[config.mk]
export PLATFORM = sky130hd
export DESIGN_NAME = instr_encoder
export DESIGN_NICKNAME = d
export VERILOG_FILES = /design/src/rtl/instr_encoder_pkg.sv /design/src/rtl/instr_encoder_field_enc.sv /design/src/rtl/instr_encoder.sv
export SDC_FILE = /design/constraint.sdc
export NUM_CORES = 1
export LEC_CHECK = 0
export CORE_MARGIN = 5
export CORE_UTILIZATION = 52
export DETAILED_ROUTE_END_ITERATION = 7
export GPL_TIMING_DRIVEN = 0
export PLACE_DENSITY = 0.83
export SLEW_MARGIN = 20
export SYNTH_ARGS = -nofsm -noshare
export SYNTH_HDL_FRONTEND = slang
export SYNTH_SLANG_ARGS = --single-unit
export TNS_END_PERCENT = 10
[constraint.sdc]
create_clock -name clk -period 2.8 [get_ports clk]
set_input_delay 0.42 -clock clk [delete_from_list [all_inputs] [get_ports clk]]
set_output_delay 0.42 -clock clk [all_outputs]
set_load 0.02 [all_outputs]
[src/rtl/instr_encoder_pkg.sv]
// Shared RV32I encodings: ALU op and instruction-class enums, opcodes, funct codes.
// Used by both the decode path and instr_encoder so the two sides always agree.
package instr_encoder_pkg;

    typedef enum logic [3:0] {
        ALU_ADD  = 4'd0,
        ALU_SUB  = 4'd1,
        ALU_SLL  = 4'd2,
        ALU_SLT  = 4'd3,
        ALU_SLTU = 4'd4,
        ALU_XOR  = 4'd5,
        ALU_SRL  = 4'd6,
        ALU_SRA  = 4'd7,
        ALU_OR   = 4'd8,
        ALU_AND  = 4'd9
    } alu_op_t;

    typedef enum logic [2:0] {
        CLS_R_ALU  = 3'd0,
        CLS_I_ALU  = 3'd1,
        CLS_LOAD   = 3'd2,
        CLS_STORE  = 3'd3,
        CLS_BRANCH = 3'd4
    } instr_class_t;

    typedef enum logic [1:0] {
        ERR_NONE  = 2'd0,
        ERR_OP    = 2'd1,
        ERR_IMM   = 2'd2,
        ERR_CLASS = 2'd3
    } err_code_t;

    localparam logic [6:0] OP_R      = 7'b0110011;
    localparam logic [6:0] OP_I      = 7'b0010011;
    localparam logic [6:0] OP_LOAD   = 7'b0000011;
    localparam logic [6:0] OP_STORE  = 7'b0100011;
    localparam logic [6:0] OP_BRANCH = 7'b1100011;

    localparam logic [2:0] F3_ADD  = 3'b000;
    localparam logic [2:0] F3_SLL  = 3'b001;
    localparam logic [2:0] F3_SLT  = 3'b010;
    localparam logic [2:0] F3_SLTU = 3'b011;
    localparam logic [2:0] F3_XOR  = 3'b100;
    localparam logic [2:0] F3_SR   = 3'b101;
    localparam logic [2:0] F3_OR   = 3'b110;
    localparam logic [2:0] F3_AND  = 3'b111;
    localparam logic [2:0] F3_LW   = 3'b010;
    localparam logic [2:0] F3_SW   = 3'b010;
    localparam logic [2:0] F3_BEQ  = 3'b000;

    localparam logic [6:0] F7_BASE = 7'h00;
    localparam logic [6:0] F7_ALT  = 7'h20;

    // Symbolic request as presented on the request port.
    typedef struct packed {
        logic [2:0]  cls;
        logic [3:0]  op;
        logic [4:0]  rd;
        logic [4:0]  rs1;
        logic [4:0]  rs2;
        logic [12:0] imm;
    } enc_req_t;

    function automatic logic [2:0] alu_funct3(input logic [3:0] op);
        case (op)
            4'(ALU_SLL):  alu_funct3 = F3_SLL;
            4'(ALU_SLT):  alu_funct3 = F3_SLT;
            4'(ALU_SLTU): alu_funct3 = F3_SLTU;
            4'(ALU_XOR):  alu_funct3 = F3_XOR;
            4'(ALU_SRL),
            4'(ALU_SRA):  alu_funct3 = F3_SR;
            4'(ALU_OR):   alu_funct3 = F3_OR;
            4'(ALU_AND):  alu_funct3 = F3_AND;
            default:      alu_funct3 = F3_ADD;
        endcase
    endfunction

endpackage

[src/rtl/instr_encoder_field_enc.sv]
// Combinational field encoder: symbolic request -> 32-bit RV32I word, legality and
// first-class error cause (class checked first, then op, then immediate).
module instr_field_enc
    import instr_encoder_pkg::*;
(
    input  enc_req_t    req,
    output logic [31:0] word,
    output logic        legal,
    output logic [1:0]  err_code
);

    logic       op_known;
    logic       is_shift;
    logic       is_alt;
    logic [2:0] f3;

    always_comb begin
        word     = '0;
        err_code = ERR_NONE;
        op_known = (req.op <= 4'(ALU_AND));
        is_shift = (req.op == 4'(ALU_SLL)) || (req.op == 4'(ALU_SRL)) || (req.op == 4'(ALU_SRA));
        is_alt   = (req.op == 4'(ALU_SUB)) || (req.op == 4'(ALU_SRA));
        f3       = alu_funct3(req.op);

        case (req.cls)
            3'(CLS_R_ALU): begin
                if (!op_known) err_code = ERR_OP;
                else word = {(is_alt ? F7_ALT : F7_BASE), req.rs2, req.rs1, f3, req.rd, OP_R};
            end
            3'(CLS_I_ALU): begin
                if (!op_known || req.op == 4'(ALU_SUB)) err_code = ERR_OP;
                else if (is_shift && req.imm[11:5] != 7'd0) err_code = ERR_IMM;
                // Shifts carry shamt in imm[4:0]; funct7 is inserted here, not by the caller.
                else if (is_shift)
                    word = {(is_alt ? F7_ALT : F7_BASE), req.imm[4:0], req.rs1, f3, req.rd, OP_I};
                else
                    word = {req.imm[11:0], req.rs1, f3, req.rd, OP_I};
            end
            3'(CLS_LOAD): begin
                if (req.op != 4'(ALU_ADD)) err_code = ERR_OP;
                else word = {req.imm[11:0], req.rs1, F3_LW, req.rd, OP_LOAD};
            end
            3'(CLS_STORE): begin
                if (req.op != 4'(ALU_ADD)) err_code = ERR_OP;
                else word = {req.imm[11:5], req.rs2, req.rs1, F3_SW, req.imm[4:0], OP_STORE};
            end
            3'(CLS_BRANCH): begin
                if (req.op != 4'(ALU_SUB)) err_code = ERR_OP;
                else if (req.imm[0]) err_code = ERR_IMM;
                else word = {req.imm[12], req.imm[10:5], req.rs2, req.rs1, F3_BEQ,
                             req.imm[4:1], req.imm[11], OP_BRANCH};
            end
            default: err_code = ERR_CLASS;
        endcase

        legal = (err_code == ERR_NONE);
    end

endmodule

[src/rtl/instr_encoder.sv]
// Sequential RV32I encoder/loader: accepts symbolic requests and writes encoded words
// to consecutive imem addresses. Optional err_cnt output under INSTR_ENC_ERR_CNT_EN.
module instr_encoder
    import instr_encoder_pkg::*;
#(
    parameter int unsigned ADDR_W    = 10,
    parameter int unsigned BASE_ADDR = 0
) (
    input  logic              clk,
    input  logic              rst,
    input  logic              clr,
    input  logic              req_valid,
    output logic              req_ready,
    input  logic [2:0]        req_class,
    input  logic [3:0]        req_alu_op,
    input  logic [4:0]        req_rd,
    input  logic [4:0]        req_rs1,
    input  logic [4:0]        req_rs2,
    input  logic [12:0]       req_imm,
    input  logic              req_last,
    output logic              imem_we,
    output logic [ADDR_W-1:0] imem_addr,
    output logic [31:0]       imem_wdata,
    input  logic              imem_ready,
    output logic              done,
    output logic              err,
`ifdef INSTR_ENC_ERR_CNT_EN
    output logic [15:0]       err_cnt,
`endif
    output logic [1:0]        err_code
);

    localparam logic [ADDR_W-1:0] BASE = ADDR_W'(BASE_ADDR);

    typedef enum logic [1:0] {
        S_IDLE  = 2'd0,
        S_WRITE = 2'd1,
        S_DONE  = 2'd2
    } state_t;

    state_t            state;
    logic [ADDR_W-1:0] cnt;
    logic              last_q;
    enc_req_t          enc_req;
    logic [31:0]       enc_word;
    logic              enc_legal;
    logic [1:0]        enc_err;
    logic              accept;

    assign enc_req = '{cls: req_class, op: req_alu_op, rd: req_rd,
                       rs1: req_rs1, rs2: req_rs2, imm: req_imm};

    instr_field_enc u_field_enc (
        .req      (enc_req),
        .word     (enc_word),
        .legal    (enc_legal),
        .err_code (enc_err)
    );

    // Combinational so that a same-cycle clr wins over req_valid.
    assign req_ready = !rst && !clr && (state == S_IDLE);
    assign accept    = req_valid && req_ready;

    always_ff @(posedge clk or posedge rst) begin
        if (rst) begin
            state      <= S_IDLE;
            cnt        <= BASE;
            last_q     <= 1'b0;
            imem_we    <= 1'b0;
            imem_addr  <= BASE;
            imem_wdata <= '0;
            done       <= 1'b0;
            err        <= 1'b0;
            err_code   <= '0;
        end else if (clr) begin
            state      <= S_IDLE;
            cnt        <= BASE;
            last_q     <= 1'b0;
            imem_we    <= 1'b0;
            imem_addr  <= BASE;
            imem_wdata <= '0;
            done       <= 1'b0;
            err        <= 1'b0;
            err_code   <= '0;
        end else begin
            done <= 1'b0;
            case (state)
                S_IDLE: begin
                    if (accept) begin
                        if (enc_legal) begin
                            imem_we    <= 1'b1;
                            imem_addr  <= cnt;
                            imem_wdata <= enc_word;
                            last_q     <= req_last;
                            state      <= S_WRITE;
                        end else begin
                            // err_code keeps the first cause until rst/clr.
                            err <= 1'b1;
                            if (!err) err_code <= enc_err;
                            if (req_last) begin
                                done  <= 1'b1;
                                state <= S_DONE;
                            end
                        end
                    end
                end
                S_WRITE: begin
                    if (imem_ready) begin
                        imem_we <= 1'b0;
                        cnt     <= cnt + 1'b1;
                        if (last_q) begin
                            done  <= 1'b1;
                            state <= S_DONE;
                        end else begin
                            state <= S_IDLE;
                        end
                    end
                end
                S_DONE: begin
                    cnt   <= BASE;
                    state <= S_IDLE;
                end
                default: state <= S_IDLE;
            endcase
        end
    end

`ifdef INSTR_ENC_ERR_CNT_EN
    // Saturating count of rejected requests.
    always_ff @(posedge clk or posedge rst) begin
        if (rst) begin
            err_cnt <= '0;
        end else if (clr) begin
            err_cnt <= '0;
        end else if (accept && !enc_legal && err_cnt != 16'hFFFF) begin
            err_cnt <= err_cnt + 16'd1;
        end
    end
`endif

endmodule

# --- Yosys cells after proc, flatten, opt, wreduce, memory -nomap -nowiden ---
# Memories as Yosys holds them, arrays and structs flattened.
# Cells that the tools add are included.
op_classes:
  n_addsub: 1
  n_mux: 60
  eq_ne: 17
  order_cmp: 1
  reduce_logical: 28
op_table:
  columns: ["op", "n"]
  rows:
  - ["32-bit two-way mux", 12]
  - ["32-bit case mux with 5 select lines", 1]
  - ["10-bit two-way mux", 6]
  - ["2-bit two-way mux", 15]
  - ["1-bit two-way mux", 20]
  - ["10-bit case mux with 2 select lines", 1]
  - ["10-bit by 1-bit adder with 10-bit output, second input constant", 1]
  - ["3-bit inequality test, second input constant", 3]
  - ["3-bit AND reduction", 3]
  - ["4-bit by 3-bit == test with 1-bit output, second input constant", 2]
  - ["2-bit case mux with 4 select lines", 1]
  - ["4-bit AND reduction", 2]
  - ["7-bit nonzero test", 1]
  - ["3-bit by 2-bit == test with 1-bit output, second input constant", 2]
  - ["6-bit two-way mux", 1]
  - ["2-bit nonzero test", 3]
  - ["3-bit nonzero test", 2]
  - ["4-bit by 1-bit == test with 1-bit output, second input constant", 1]
  - ["4-bit by 2-bit == test with 1-bit output, second input constant", 1]
  - ["4-bit less-or-equal comparator, second input constant", 1]
  - ["1-bit logical AND", 4]
  - ["2-bit zero test", 2]
  - ["1-bit logical OR", 4]
  - ["2-bit inequality test, second input constant", 2]
  - ["13 further kinds", 16]
totals:
  elab_cells: 117
  n_memories: 1
  rom_bits: 48
  reg_bits: 60
mem_list:
  columns: ["name", "words", "width", "rd", "rd_ports_with_merged_regs", "wr", "line", "text"]
  rows:
  - ["(no name shown)", 16, 3, 1, 0, 0, "instr_encoder_pkg.sv:65", "case (op)"]

# --- Longest topological paths before layout ---
# Gate-level depths: netlist of the first run.
logic_depth:
  depth_word: 12
  depth_mapped: 8

# --- Cells and area by module ---
# From an unflattened synthesis of the first run, not the netlist that was laid out.
unflattened:
  cells_unflattened: 297
  hier_area_um2: 3148.0
modules_own_cells:
  columns: ["module", "cells_per_inst", "area_each_um2", "n_inst", "seq_area_each_um2"]
  rows:
  - ["instr_encoder", 196, 2439.8, 1, 1501.4]
  - ["instr_field_enc", 101, 708.2, 1, 0.0]

# --- Worst setup path before layout of the first run ---
# Ideal clock, no wire load.
synth_timing:
  kind: "register to register"
  startpoint: "reg state[0]"
  endpoint: "reg imem_wdata[6]"
  slack_ps: 376
  arrival_time_ps: 2290
  synth_period_minus_slack_ps: 2424
  stages_incl_launch_ff: 8
  required_time_ps: 2665
  path_cell_list: "dfrtp_1 -> buf_2 -> nor4_1 -> nand2_1 -> a211o_1 -> clkbuf_1 -> o21ai_0 -> o31ai_1"
synth_via:
  elab_chain_len: 5
  word_cells_on_any_way: 6
  classes_between: "reduce/logical: 6"
synth_rtl:
  columns: ["element", "line", "text"]
  rows:
  - ["from (decl)", "instr_encoder.sv:41", "state_t state;"]
  - ["from (signal assigned)", "instr_encoder.sv:66", "state <= S_IDLE;"]
  - ["from (signal assigned)", "instr_encoder.sv:76", "state <= S_IDLE;"]
  - ["from (signal assigned)", "instr_encoder.sv:95", "state <= S_WRITE;"]
  - ["2-bit zero test", "instr_encoder.sv:61", "assign req_ready = !rst && !clr && (state == S_IDLE);"]
  - ["1-bit logical AND", "instr_encoder.sv:61", null]
  - ["via req_ready", "instr_encoder.sv:13", "output logic req_ready,"]
  - ["1-bit logical AND", "instr_encoder.sv:62", "assign accept = req_valid && req_ready;"]
  - ["2-bit nonzero test (no line)", null, null]
  - ["3-bit AND reduction (no line)", null, null]
  - ["to (signal assigned)", "instr_encoder.sv:93", "imem_wdata <= enc_word;"]
  - ["to (decl)", "instr_encoder.sv:23", "output logic [31:0] imem_wdata,"]
# The timed path passes the listed nets, and every way through them passes these cells.
# A chain may end at the register's enable or synchronous reset.

# --- Worst setup path in the final report of the first run ---
layout_timing:
  startpoint: "in clr"
  endpoint: "out req_ready"
layout_via:
  elab_chain_len: 3
layout_rtl:
  columns: ["element", "line", "text"]
  rows:
  - ["from (decl)", "instr_encoder.sv:11", "input logic clr,"]
  - ["1-bit zero test", "instr_encoder.sv:61", null]
  - ["1-bit logical AND (2 in series)", "instr_encoder.sv:61", null]
  - ["to (decl)", "instr_encoder.sv:13", null]
# No other way between the ends.

==> qor.txt, run 1 <==
run status: complete, no violations
Yosys cell types: 57
Fin. Hold Viols: 0
hold_ws: 0.542 ns
critical path fanouts, max: 6
largest net degree at the start of global routing: 58
Die H: 88.0 µm
NetSw: 0.465 mW
Comb pwr share: 14.3%
fin crit period: 2.67 ns
Synth Cell Area: 3160 µm²
Mapped Cells: 342
max-slew violation count: 0
DRT iter0 DRCs: 229
Worst Path Arrival: 2.25 ns
r2r startpoint: state[1]$_DFFE_PP0P_
Tot Pwr: 1.78 mW
CTS tree: done
# setup viols final: 0
Top delay family on crit path: buffers and inverters
global-route wire length before repair: 14400 µm
Power Internal: 1.31 mW
PwrDens: 414 nW/µm²
Initial Util: 53.4%
detailed-route wire length: 8950 µm
Syn. warnings: 0
routability cong.: 0.893
Layout Cells excl Fill: 519
Post-synth EDFFs: 0
Crit. End Element: output port
sequential area share after synthesis: 45.1%
CP required: 2.38 ns
critical-path cell list: clkdlybuf4s50_1 -> nor4_1 -> clkdlybuf4s50_1
relative slew slack: 53.6%
ANT nets after route: 0
CP peak stage delay: 0.72 ns
DRT Pass-1 Iters: 5
drt wl/cell: 17.3 µm
CTS Buf Count: 9
hold_buf cts: 0
Worst-Margin Slew: 0.697 ns
most frequent CP cell: clkdlybuf4s50_1
crit path launch: clr
Cell Rows: 28
Detailed Place HPWL: 6500 µm
clock share of power: 38.6%
htree depth: 3
DP Area: 4110 µm²
total die area: 7740 µm²
global route total overflow: 0
residual DRC count: 0
CTS max path bufs: 2
GRT Util Overall: 24.2%
clock root cell: clkbuf_8
initial antenna violation count: 0
IO Count: 89
Reg power frac: 47.2%
layout cell share with drive strength beyond 1: 10.1%
Layout Skew: 0.0127 ns
Tightest Hold Check Type: flip-flop to flip-flop
synthesized flop and latch total: 57
fmax: 375 MHz
hold path start: imem_addr[4]$_DFFE_PP0P_
Top FF cell, synth: dfrtp_1
Startpoint Class: input port
placed insts: 503
clock-pin slew on the worst setup and hold paths: 0.06 ns
Max Cap Viol: 0
Switching Fraction: 26.2%
Antenna Cells: 0
fin area: 4290 µm²
period utilisation layout: 95.2%
P_leak: 1.76 nW
Crit Path Class: input port to output port
RSZ-0062 raised after global routing: no
Syn Area/Cell: 9.25 µm²
Layout Utilization: 72.5%
Sink Count: 57
FFs w/ async S/R, synth: 100%
Layout area overhead: 35.8%
Port-buffer cells: 85
Post-CTS Setup Bufs: 0
routed vias: 3005
Vias/cell: 5.79
CP Buf/Inv Count: 2
peak supply drop: 234 µV
vias in the first global route: 2949
Worst-Skew Late Latency: 0.34 ns
Critical-path top delay cell: clkdlybuf4s50_1
final layout net count: 481
die width: 88.0 µm
area of the core: 5920 µm²
[cells in the mapped netlist, types with 7 or more instances]
cell | n | area, µm²
o21ai_0 | 54 | 270
nor2b_1 | 29 | 181
buf_2 | 10 | 50.1
xor2_1 | 7 | 61.3
dfrtp_1 | 57 | 1430
a21oi_1 | 21 | 105
nand4_1 | 10 | 62.6
nor2_1 | 14 | 52.6
inv_1 | 7 | 26.3
nand2_1 | 16 | 60.1
a22oi_1 | 10 | 75.1
clkbuf_1 | 11 | 41.3
o21ai_1 | 7 | 35.0
[metal layers]
metal  global-route usage [%]  up-vias  part of all wire, %
met5                        0        -                    0
met4                     7.39        0                  2.5
met3                     4.33       24                  6.1
met2                     40.6      117                   48
met1                     31.9     1429                   43
li1                         -     1435                    -
[power by group through the flow]
stage          clock network, mW  logic (mW)  registers [mW]
2_1_floorplan                  0       0.121           0.862
3_3_place_gp                   0       0.245           0.853
3_5_place_dp                   0       0.249           0.853
4_1_cts                    0.693       0.252           0.838
5_1_grt                    0.726       0.276           0.839
6_report                   0.685       0.253           0.838
[cell families (layout without fill, tap and decap cells)]
family | Yosys count | after routing | synth area share, %
compound gates | 119 | 119 | 22.5
other cells | 1 | 2 | 0.119
mux | 6 | 6 | 2.61
xor+xnor | 8 | 8 | 2.22
simple gates | 115 | 115 | 21.7
buf+inv | 35 | 136 | 5.34
flops | 57 | 57 | 45.1
fa+ha+maj | 1 | 1 | 0.396
[tightest hold or removal path, delay by kind of cell (launching register included)]
kind / cells / cell delay, ns
DFF: 1 / 0.37
AOI/OAI and AO/OA: 2 / 0.13
[cell usage in the layout, fill, tap and decap left out, drive strengths merged, types with 3 or more instances in the layout]
cell type and instances:
clkdlybuf4s50 85, o21ai 61, dfrtp 57, nor2b 29, clkbuf 27, a21oi 22, nand2 16, buf 15
nor2 14, nand4 10, a22oi 10, xor2 7, inv 7, nand3 7, nand2b 6, nor3 6
mux2 6, nor4 4, and3 4, a21boi 3, or3 3, nand3b 3, a31oi 3, a211oi 3
nor3b 3
[layout make-up]
cell class                      instances  area (µm²)
Timing Repair Buffer                   85         851
Fill cell                             459        1630
Inverter                                7        28.8
Clock inverter                          2        12.5
Sequential cell                        57        1430
Multi-Input combinational cell        251        1580
Clock buffer                           14         163
Tap cell                               75        93.8
Buffer                                 28         143
[metrics by stage]
stage               worst slack [ns]  setup TNS [ns]
global route                  0.0153               0
finish                         0.134               0
CTS                            0.195               0
detailed placement           -0.0863          -0.784
floorplan                      0.376               0
global placement              -0.117           -6.66
[worst paths after layout]
| kind | slack [ns] | depth (start not counted) | endpoint |
|---|---|---|---|
| max | 0.13 | 3 | req_ready |
| min | 0.54 | 2 | imem_addr[4]$_DFFE_PP0P_ |
| max reg2reg | 0.32 | 7 | imem_wdata[12]$_DFFE_PP0P_ |
| min reg2reg | 0.54 | 2 | imem_addr[4]$_DFFE_PP0P_ |
| max in group asynchronous | 1.74 | 2 | imem_wdata[21]$_DFFE_PP0P_ |
| min in group asynchronous | 0.57 | 2 | cnt[0]$_DFFE_PP0P_ |
[state kept, by name (all words and copies together) (netlist names)]
signal,flops
imem_we,1
imem_addr,10
state,2
imem_wdata,29
cnt,10
err,1
last_q,1
err_code,2
done,1
[what timing repair did]
item | CTS | global route
endpoints found under the hold margin | 0 | 0
gates resized for setup | 0 | 1
endpoints found under the setup margin | 0 | 3
(Power assumes the default switching activity.)
==> run 2, diff against run 1 <==
--- a/config.mk
+++ b/config.mk
@@ -10,8 +10,9 @@
 export DETAILED_ROUTE_END_ITERATION = 7
 export GPL_TIMING_DRIVEN = 0
 export PLACE_DENSITY = 0.83
-export SLEW_MARGIN = 20
+export SLEW_MARGIN = 5
 export SYNTH_ARGS = -nofsm -noshare
 export SYNTH_HDL_FRONTEND = slang
+export SYNTH_HIERARCHICAL = 1
 export SYNTH_SLANG_ARGS = --single-unit
 export TNS_END_PERCENT = 10
==> qor.txt, run 2 <==
htree depth: 3 (unchanged)
GRT Util Overall: 24.0% (was 24.2%)
synthesized flop and latch total: 60 (was 57)
Worst-Margin Slew: 0.636 ns (was 0.697 ns)
initial antenna violation count: 0 (unchanged)
Top reg by flops: imem_wdata (unchanged)
Synth Cell Area: 3150 µm² (was 3160 µm²)
r2r startpoint: state[0]$_DFFE_PP0P_ (was state[1]$_DFFE_PP0P_)
Layout Cells excl Fill: 477 (was 519)
total die area: 7710 µm² (was 7740 µm²)
area of the core: 5920 µm² (unchanged)
CTS tree: done (unchanged)
Fin. Hold Viols: 0 (unchanged)
Reg power frac: 49.0% (was 47.2%)
most frequent cells in the layout: 85 x clkdlybuf4s50_1, 60 x dfrtp_1, 49 x a22o_1 (was 85 x clkdlybuf4s50_1, 57 x dfrtp_1, 54 x o21ai_0)
Initial Util: 53.2% (was 53.4%)
top cell type's share of synthesized area: 47.7% (was 45.1%)
routability cong.: 0.936 (was 0.893)
# setup viols final: 0 (unchanged)
RSZ-0062 raised after global routing: yes (was no)
Max Cap Viol: 0 (unchanged)
Sink Count: 60 (was 57)
Startpoint Class: input port (unchanged)
Worst-Skew Late Latency: 0.33 ns (was 0.34 ns)
Largest register FFs: 32 (was 29)
CP peak stage delay: 0.55 ns (was 0.72 ns)
Crit. path cell count: 10 (was 3)
Commonest cells post-synth: 60 x dfrtp_1, 49 x a22o_1, 17 x a21oi_1 (was 57 x dfrtp_1, 54 x o21ai_0, 29 x nor2b_1)
final layout net count: 439 (was 481)
Antenna Cells: 0 (unchanged)
detailed-route wire length: 8770 µm (was 8950 µm)
clock-pin slew on the worst setup and hold paths: 0.07 ns (was 0.06 ns)
IO Count: 89 (unchanged)
sequential area share after synthesis: 47.7% (was 45.1%)
Cell Rows: 28 (unchanged)
Die H: 87.8 µm (was 88.0 µm)
most frequent CP cell: buf_2 (was clkdlybuf4s50_1)
die width: 87.8 µm (was 88.0 µm)
relative slew slack: 57.5% (was 53.6%)
RR Endpoint: imem_addr[6]$_DFFE_PP0P_ (was imem_wdata[12]$_DFFE_PP0P_)
ANT nets after route: 0 (unchanged)
CTS max path bufs: 2 (unchanged)
Multi-input gate area: 1500 µm² (was 1580 µm²)
TNS Setup: 0 ns (unchanged)
largest net degree at the start of global routing: 32 (was 58)
layout cell share with drive strength beyond 1: 16.2% (was 10.1%)
crit path launch: req_alu_op[2] (was clr)
biggest regs: imem_wdata (32), cnt (10), imem_addr (10) (was imem_wdata (29), cnt (10), imem_addr (10))
Layout area overhead: 37.6% (was 35.8%)
Syn. warnings: 6 (was 0)
critical-path cell list: clkdlybuf4s50_1 -> buf_4 -> or4b_4 -> o211a_1 -> o21ai_4 -> nand2_2 -> and3_1 -> buf_2 -> buf_2 -> a22o_1 (was clkdlybuf4s50_1 -> nor4_1 -> clkdlybuf4s50_1)
R2R cell count: 5 (was 7)
Power Internal: 1.30 mW (was 1.31 mW)
residual DRC count: 0 (unchanged)
P_leak: 1.92 nW (was 1.76 nW)
Crit Path Class: input port to flip-flop (was input port to output port)
hold_buf cts: 0 (unchanged)
Mapped Cells: 297 (was 342)
Top FF cell, synth: dfrtp_1 (unchanged)
Layout Skew: 0.00427 ns (was 0.0127 ns)
placed insts: 459 (was 503)
biggest area consumer among synthesized cells: dfrtp_1 (unchanged)
register area: 1500 µm² (was 1430 µm²)
CP required: 3.02 ns (was 2.38 ns)
R2R Setup Slk: 1.09 ns (was 0.32 ns)
fmax: 364 MHz (was 375 MHz)
Crit. End Element: flip-flop (was output port)
clock root cell: clkbuf_8 (unchanged)
drt wl/cell: 18.4 µm (was 17.3 µm)
Post-synth EDFFs: 0 (unchanged)
peak supply drop: 271 µV (was 234 µV)
fin crit period: 2.75 ns (was 2.67 ns)
vias in the first global route: 2900 (was 2949)
FFs w/ async S/R, synth: 100% (unchanged)
commonest non-fill, non-tap cell in the layout: clkdlybuf4s50_1 (unchanged)
Vias/cell: 6.06 (was 5.79)
dominant cells by area after synthesis: dfrtp_1 48%, a22o_1 14%, a21oi_1 2.7% (was dfrtp_1 45%, o21ai_0 8.5%, nor2b_1 5.7%)
global route total overflow: 0 (unchanged)
NetSw: 0.488 mW (was 0.465 mW)
Comb pwr share: 13.8% (was 14.3%)
run status: complete, no violations (unchanged)
most frequent cell after synthesis: dfrtp_1 (unchanged)
DRT iter0 DRCs: 230 (was 229)
clock share of power: 37.2% (was 38.6%)
Critical-path top delay cell: or4b_4 (was clkdlybuf4s50_1)
Port-buffer cells: 85 (unchanged)
Tightest Hold Check Type: input port to flip-flop (was flip-flop to flip-flop)
Syn Area/Cell: 10.6 µm² (was 9.25 µm²)
global-route wire length before repair: 14400 µm (about the same)
Yosys cell types: 62 (was 57)
period utilisation layout: 98.2% (was 95.2%)
max-slew violation count: 0 (unchanged)
Fillers: 442 (was 459)
routed vias: 2893 (was 3005)
critical path fanouts, max: 10 (was 6)
Switching Fraction: 27.2% (was 26.2%)
crit path to: imem_addr[6]$_DFFE_PP0P_ (was req_ready)
DRT Pass-1 Iters: 4 (was 5)
Detailed Place HPWL: 6610 µm (was 6500 µm)
PwrDens: 414 nW/µm² (about the same)
Top delay family on crit path: buffers and inverters (unchanged)
CP Buf/Inv Count: 4 (was 2)
Worst Path Arrival: 2.97 ns (was 2.25 ns)
CTS Buf Count: 9 (unchanged)
==> run 2: power groups by stage <==
stage / Clock, mW / Sequential (mW) / Combinational [mW]
floorplan: 0 / 0.901 / 0.123
global placement: 0 / 0.894 / 0.232
detailed placement: 0 / 0.894 / 0.240
CTS: 0.678 / 0.878 / 0.245
global route: 0.721 / 0.878 / 0.269
finish: 0.666 / 0.878 / 0.247
==> run 2: worst min-delay path by stage <==
stage                        from            endpoint  cells after the start
2_1_floorplan  last_q$_DFFE_PP0P_  last_q$_DFFE_PP0P_                      1
3_3_place_gp   last_q$_DFFE_PP0P_  last_q$_DFFE_PP0P_                      1
3_5_place_dp   last_q$_DFFE_PP0P_  last_q$_DFFE_PP0P_                      1
4_1_cts                       clr  cnt[1]$_DFFE_PP0P_                      2
5_1_grt                       clr  cnt[0]$_DFFE_PP0P_                      2
6_report                      clr  cnt[1]$_DFFE_PP0P_                      2
==> run 2: area by class of cell <==
| class | instances | area share [%] |
|---|---|---|
| tap | 75 | 2.17 |
| sequential | 60 | 34.7 |
| clock inverter | 7 | 1.01 |
| buffer | 22 | 3.06 |
| inverter | 13 | 1.13 |
| multi-input combinational | 203 | 34.7 |
| timing repair buffer | 88 | 20.5 |
| clock buffer | 9 | 2.86 |
==> run 2: metrics by stage <==
step	worst slack (ns)	total power, mW	area [µm²]	hold WS (ns)	util [%]
finish	0.0508	1.79	4330	0.381	73.2
global route	-0.000380	1.87	4330	0.388	73.2
CTS	0.0204	1.80	4310	0.371	72.8
detailed placement	-0.535	1.13	4120	0.487	69.5
global placement	-0.476	1.13	4100	0.487	69.2
floorplan	0.444	1.02	3150	0.467	-
==> run 2: worst reg2reg max path: stages, from the launching register on <==
cell and delay [ns]:
dfrtp_1 0.45, nor3b_2 0.35, and3_1 0.20, buf_2 0.20, buf_2 0.27, a22o_1 0.17
==> run 2: metal layers <==
metal	global-route usage, %	share of wire, %
met1	31.6	43
met2	38.7	48
met3	4.05	6.6
met4	10.9	2.5
met5	0	0
==> run 2: logic make-up (layout without fill, tap and decap cells) <==
kind of cell	Yosys count	count (layout)	synth area share [%]
muxes	3	3	0.954
buffers and inverters	35	139	5.45
other	1	2	0.119
adders and majority gates	1	1	0.397
DFF	60	60	47.7
and+or+nand+nor	83	83	16.1
AOI/OAI and AO/OA	113	113	29.0
xor gates and xnor gates	1	1	0.278
==> run 2: what timing repair did <==
item | CTS | global route
gates resized for setup | 3 | 7
buffers inserted | 1 | 1
cloned | 0 | 0
pin swaps | 0 | 1
setup endpoints to repair | 42 | 42
==> run 3, diff against run 2 <==
--- a/config.mk
+++ b/config.mk
@@ -6,10 +6,10 @@
 export NUM_CORES = 1
 export LEC_CHECK = 0
 export CORE_MARGIN = 5
-export CORE_UTILIZATION = 52
+export CORE_UTILIZATION = 48
 export DETAILED_ROUTE_END_ITERATION = 7
 export GPL_TIMING_DRIVEN = 0
-export PLACE_DENSITY = 0.83
+export PLACE_DENSITY = 0.77
 export SLEW_MARGIN = 5
 export SYNTH_ARGS = -nofsm -noshare
 export SYNTH_HDL_FRONTEND = slang
==> constraint.sdc (replaced) <==
create_clock -name clk -period 2.93 [get_ports clk]
set_input_delay 0.4395 -clock clk [delete_from_list [all_inputs] [get_ports clk]]
set_output_delay 0.4395 -clock clk [all_outputs]
set_load 0.02 [all_outputs]
==> qor.txt, run 3 (synthesized netlist as in run 2, its figures left out) <==
r2r startpoint: state[0]$_DFFE_PP0P_ (unchanged)
clock root cell: clkbuf_8 (unchanged)
clock-pin slew on the worst setup and hold paths: 0.06 ns (was 0.07 ns)
TNS Setup: 0 ns (unchanged)
clock share of power: 37.5% (was 37.2%)
Final WS setup: 0.0588 ns (was 0.0508 ns)
CTS tree: done (unchanged)
relative slew slack: 58.9% (was 57.5%)
Crit Path Class: input port to flip-flop (unchanged)
crit path launch: req_alu_op[2] (unchanged)
most frequent cells in the layout: 85 x clkdlybuf4s50_1, 60 x dfrtp_1, 49 x a22o_1 (unchanged)
Fillers: 499 (was 442)
area of the core: 6350 µm² (was 5920 µm²)
Largest register FFs: 32 (unchanged)
routability cong.: 0.891 (was 0.936)
die width: 91.0 µm (was 87.8 µm)
biggest regs: imem_wdata (32), cnt (10), imem_addr (10) (unchanged)
IO Count: 89 (unchanged)
Crit. End Element: flip-flop (unchanged)
ANT nets after route: 0 (unchanged)
Port-buffer cells: 85 (unchanged)
Power Internal: 1.27 mW (was 1.30 mW)
DP Area: 4120 µm² (about the same)
total die area: 8280 µm² (was 7710 µm²)
Antenna Cells: 0 (unchanged)
CP required: 3.14 ns (was 3.02 ns)
commonest non-fill, non-tap cell in the layout: clkdlybuf4s50_1 (unchanged)
drt wl/cell: 17.8 µm (was 18.4 µm)
Worst Path Arrival: 3.08 ns (was 2.97 ns)
detailed-route wire length: 8510 µm (was 8770 µm)
Hold Path Depth: 2 (unchanged)
layout cell share with drive strength beyond 1: 15.5% (was 16.2%)
global route total overflow: 0 (unchanged)
htree depth: 3 (unchanged)
Cell Rows: 29 (was 28)
CTS Buf Count: 9 (unchanged)
fmax: 348 MHz
Detailed Place HPWL: 6360 µm (was 6610 µm)
R2R Setup Slk: 1.19 ns (was 1.09 ns)
Fin. Hold Viols: 0 (unchanged)
Worst-Margin Slew: 0.616 ns (was 0.636 ns)
Layout area overhead: 37.0% (was 37.6%)
RSZ-0062 raised after global routing: no (was yes)
final layout net count: 438 (was 439)
fin area: 4310 µm² (was 4330 µm²)
NetSw: 0.448 mW (was 0.488 mW)
fin crit period: 2.87 ns
Layout Utilization: 67.9% (was 73.2%)
P_leak: 1.91 nW (was 1.92 nW)
CTS max path bufs: 2 (unchanged)
Vias/cell: 5.88 (was 6.06)
Top reg by flops: imem_wdata (unchanged)
largest net degree at the start of global routing: 37 (was 32)
DRT Pass-1 Iters: 4 (unchanged)
critical path fanouts, max: 10 (unchanged)
period utilisation layout: 98.0%
routed vias: 2812 (was 2893)
# setup viols final: 0 (unchanged)
Place WS: -0.433 ns (was -0.535 ns)
PwrDens: 397 nW/µm² (was 414 nW/µm²)
run status: complete, no violations (unchanged)
residual DRC count: 0 (unchanged)
Die H: 91.0 µm (was 87.8 µm)
GRT Util Overall: 20.4% (was 24.0%)
peak supply drop: 311 µV (was 271 µV)
Max Cap Viol: 0 (unchanged)
global-route wire length before repair: 13700 µm (was 14400 µm)
Initial Util: 49.6% (was 53.2%)
R2R cell count: 5 (unchanged)
Comb pwr share: 13.6% (was 13.8%)
Sink Count: 60 (unchanged)
Reg power frac: 49.0% (about the same)
RR Endpoint: imem_wdata[13]$_DFFE_PP0P_ (was imem_addr[6]$_DFFE_PP0P_)
crit path to: imem_we$_DFFE_PP0P_ (was imem_addr[6]$_DFFE_PP0P_)
Layout Skew: 0.00699 ns (was 0.00427 ns)
Startpoint Class: input port (unchanged)
DRT iter0 DRCs: 152 (was 230)
initial antenna violation count: 0 (unchanged)
Worst-Skew Late Latency: 0.33 ns (about the same)
max-slew violation count: 0 (unchanged)
vias in the first global route: 2725 (was 2900)
Switching Fraction: 26.1% (was 27.2%)
Tot Pwr: 1.71 mW (was 1.79 mW)
Tightest Hold Check Type: input port to flip-flop (unchanged)
[run 3: cell type report]
class	instances	area, µm²	area share [%]
buffer	22	123	2.84
clock buffer	11	141	3.28
clock inverter	5	27.5	0.638
inverter	13	48.8	1.13
multi-input combinational	203	1500	34.7
sequential	60	1500	34.8
tap	77	96.3	2.23
timing repair buffer	87	878	20.4
[run 3: timing repair]
item                                    CTS  global route
endpoints found under the setup margin   41            42
resized for setup                         2             1
gates cloned                              0             0
buffers inserted                          0             1
hold buffers                              0             0
[run 3: per-stage QoR]
| step | hold WS [ns] | std cells |
|---|---|---|
| after floorplan | 0.467 | 298 |
| after global placement | 0.488 | 460 |
| after detailed placement | 0.486 | 461 |
| after CTS | 0.393 | 477 |
| after global routing | 0.407 | 478 |
| final | 0.407 | 478 |
[run 3: worst max-delay path: stages]
cell and delay (ns):
clkdlybuf4s50_1 0.48, buf_2 0.21, or4b_1 0.59, o211a_1 0.28, o21ai_4 0.13, nand2_2 0.14
and3_1 0.20, buf_2 0.18, buf_2 0.21, a31o_1 0.21
[run 3: worst min-delay path by stage]
stage	start	slack (ns)	to
finish	clr	0.41	cnt[0]$_DFFE_PP0P_
CTS	clr	0.39	cnt[0]$_DFFE_PP0P_
floorplan	last_q$_DFFE_PP0P_	0.47	last_q$_DFFE_PP0P_
global placement	imem_wdata[3]$_DFFE_PP0P_	0.49	imem_wdata[3]$_DFFE_PP0P_
global route	clr	0.41	cnt[1]$_DFFE_PP0P_
detailed placement	last_q$_DFFE_PP0P_	0.49	last_q$_DFFE_PP0P_
[run 3: layer usage]
layer  track usage [%]  part of all wire, %  routed length, µm  vias to the layer above
met3              4.05                  5.7                485                       10
met2              32.5                   50               4210                       89
met1              27.5                   43               3690                     1388
met5                 0                    0                  0                        -
met4              7.95                  1.4                119                        0
li1                  -                    -                  -                     1325
[run 3: power groups by stage]
stage | logic (mW) | clock network [mW] | registers, mW
2_1_floorplan | 0.117 | 0 | 0.861
4_1_cts | 0.231 | 0.653 | 0.839
6_report | 0.232 | 0.643 | 0.840
5_1_grt | 0.252 | 0.697 | 0.840
3_3_place_gp | 0.222 | 0 | 0.854
3_5_place_dp | 0.228 | 0 | 0.855
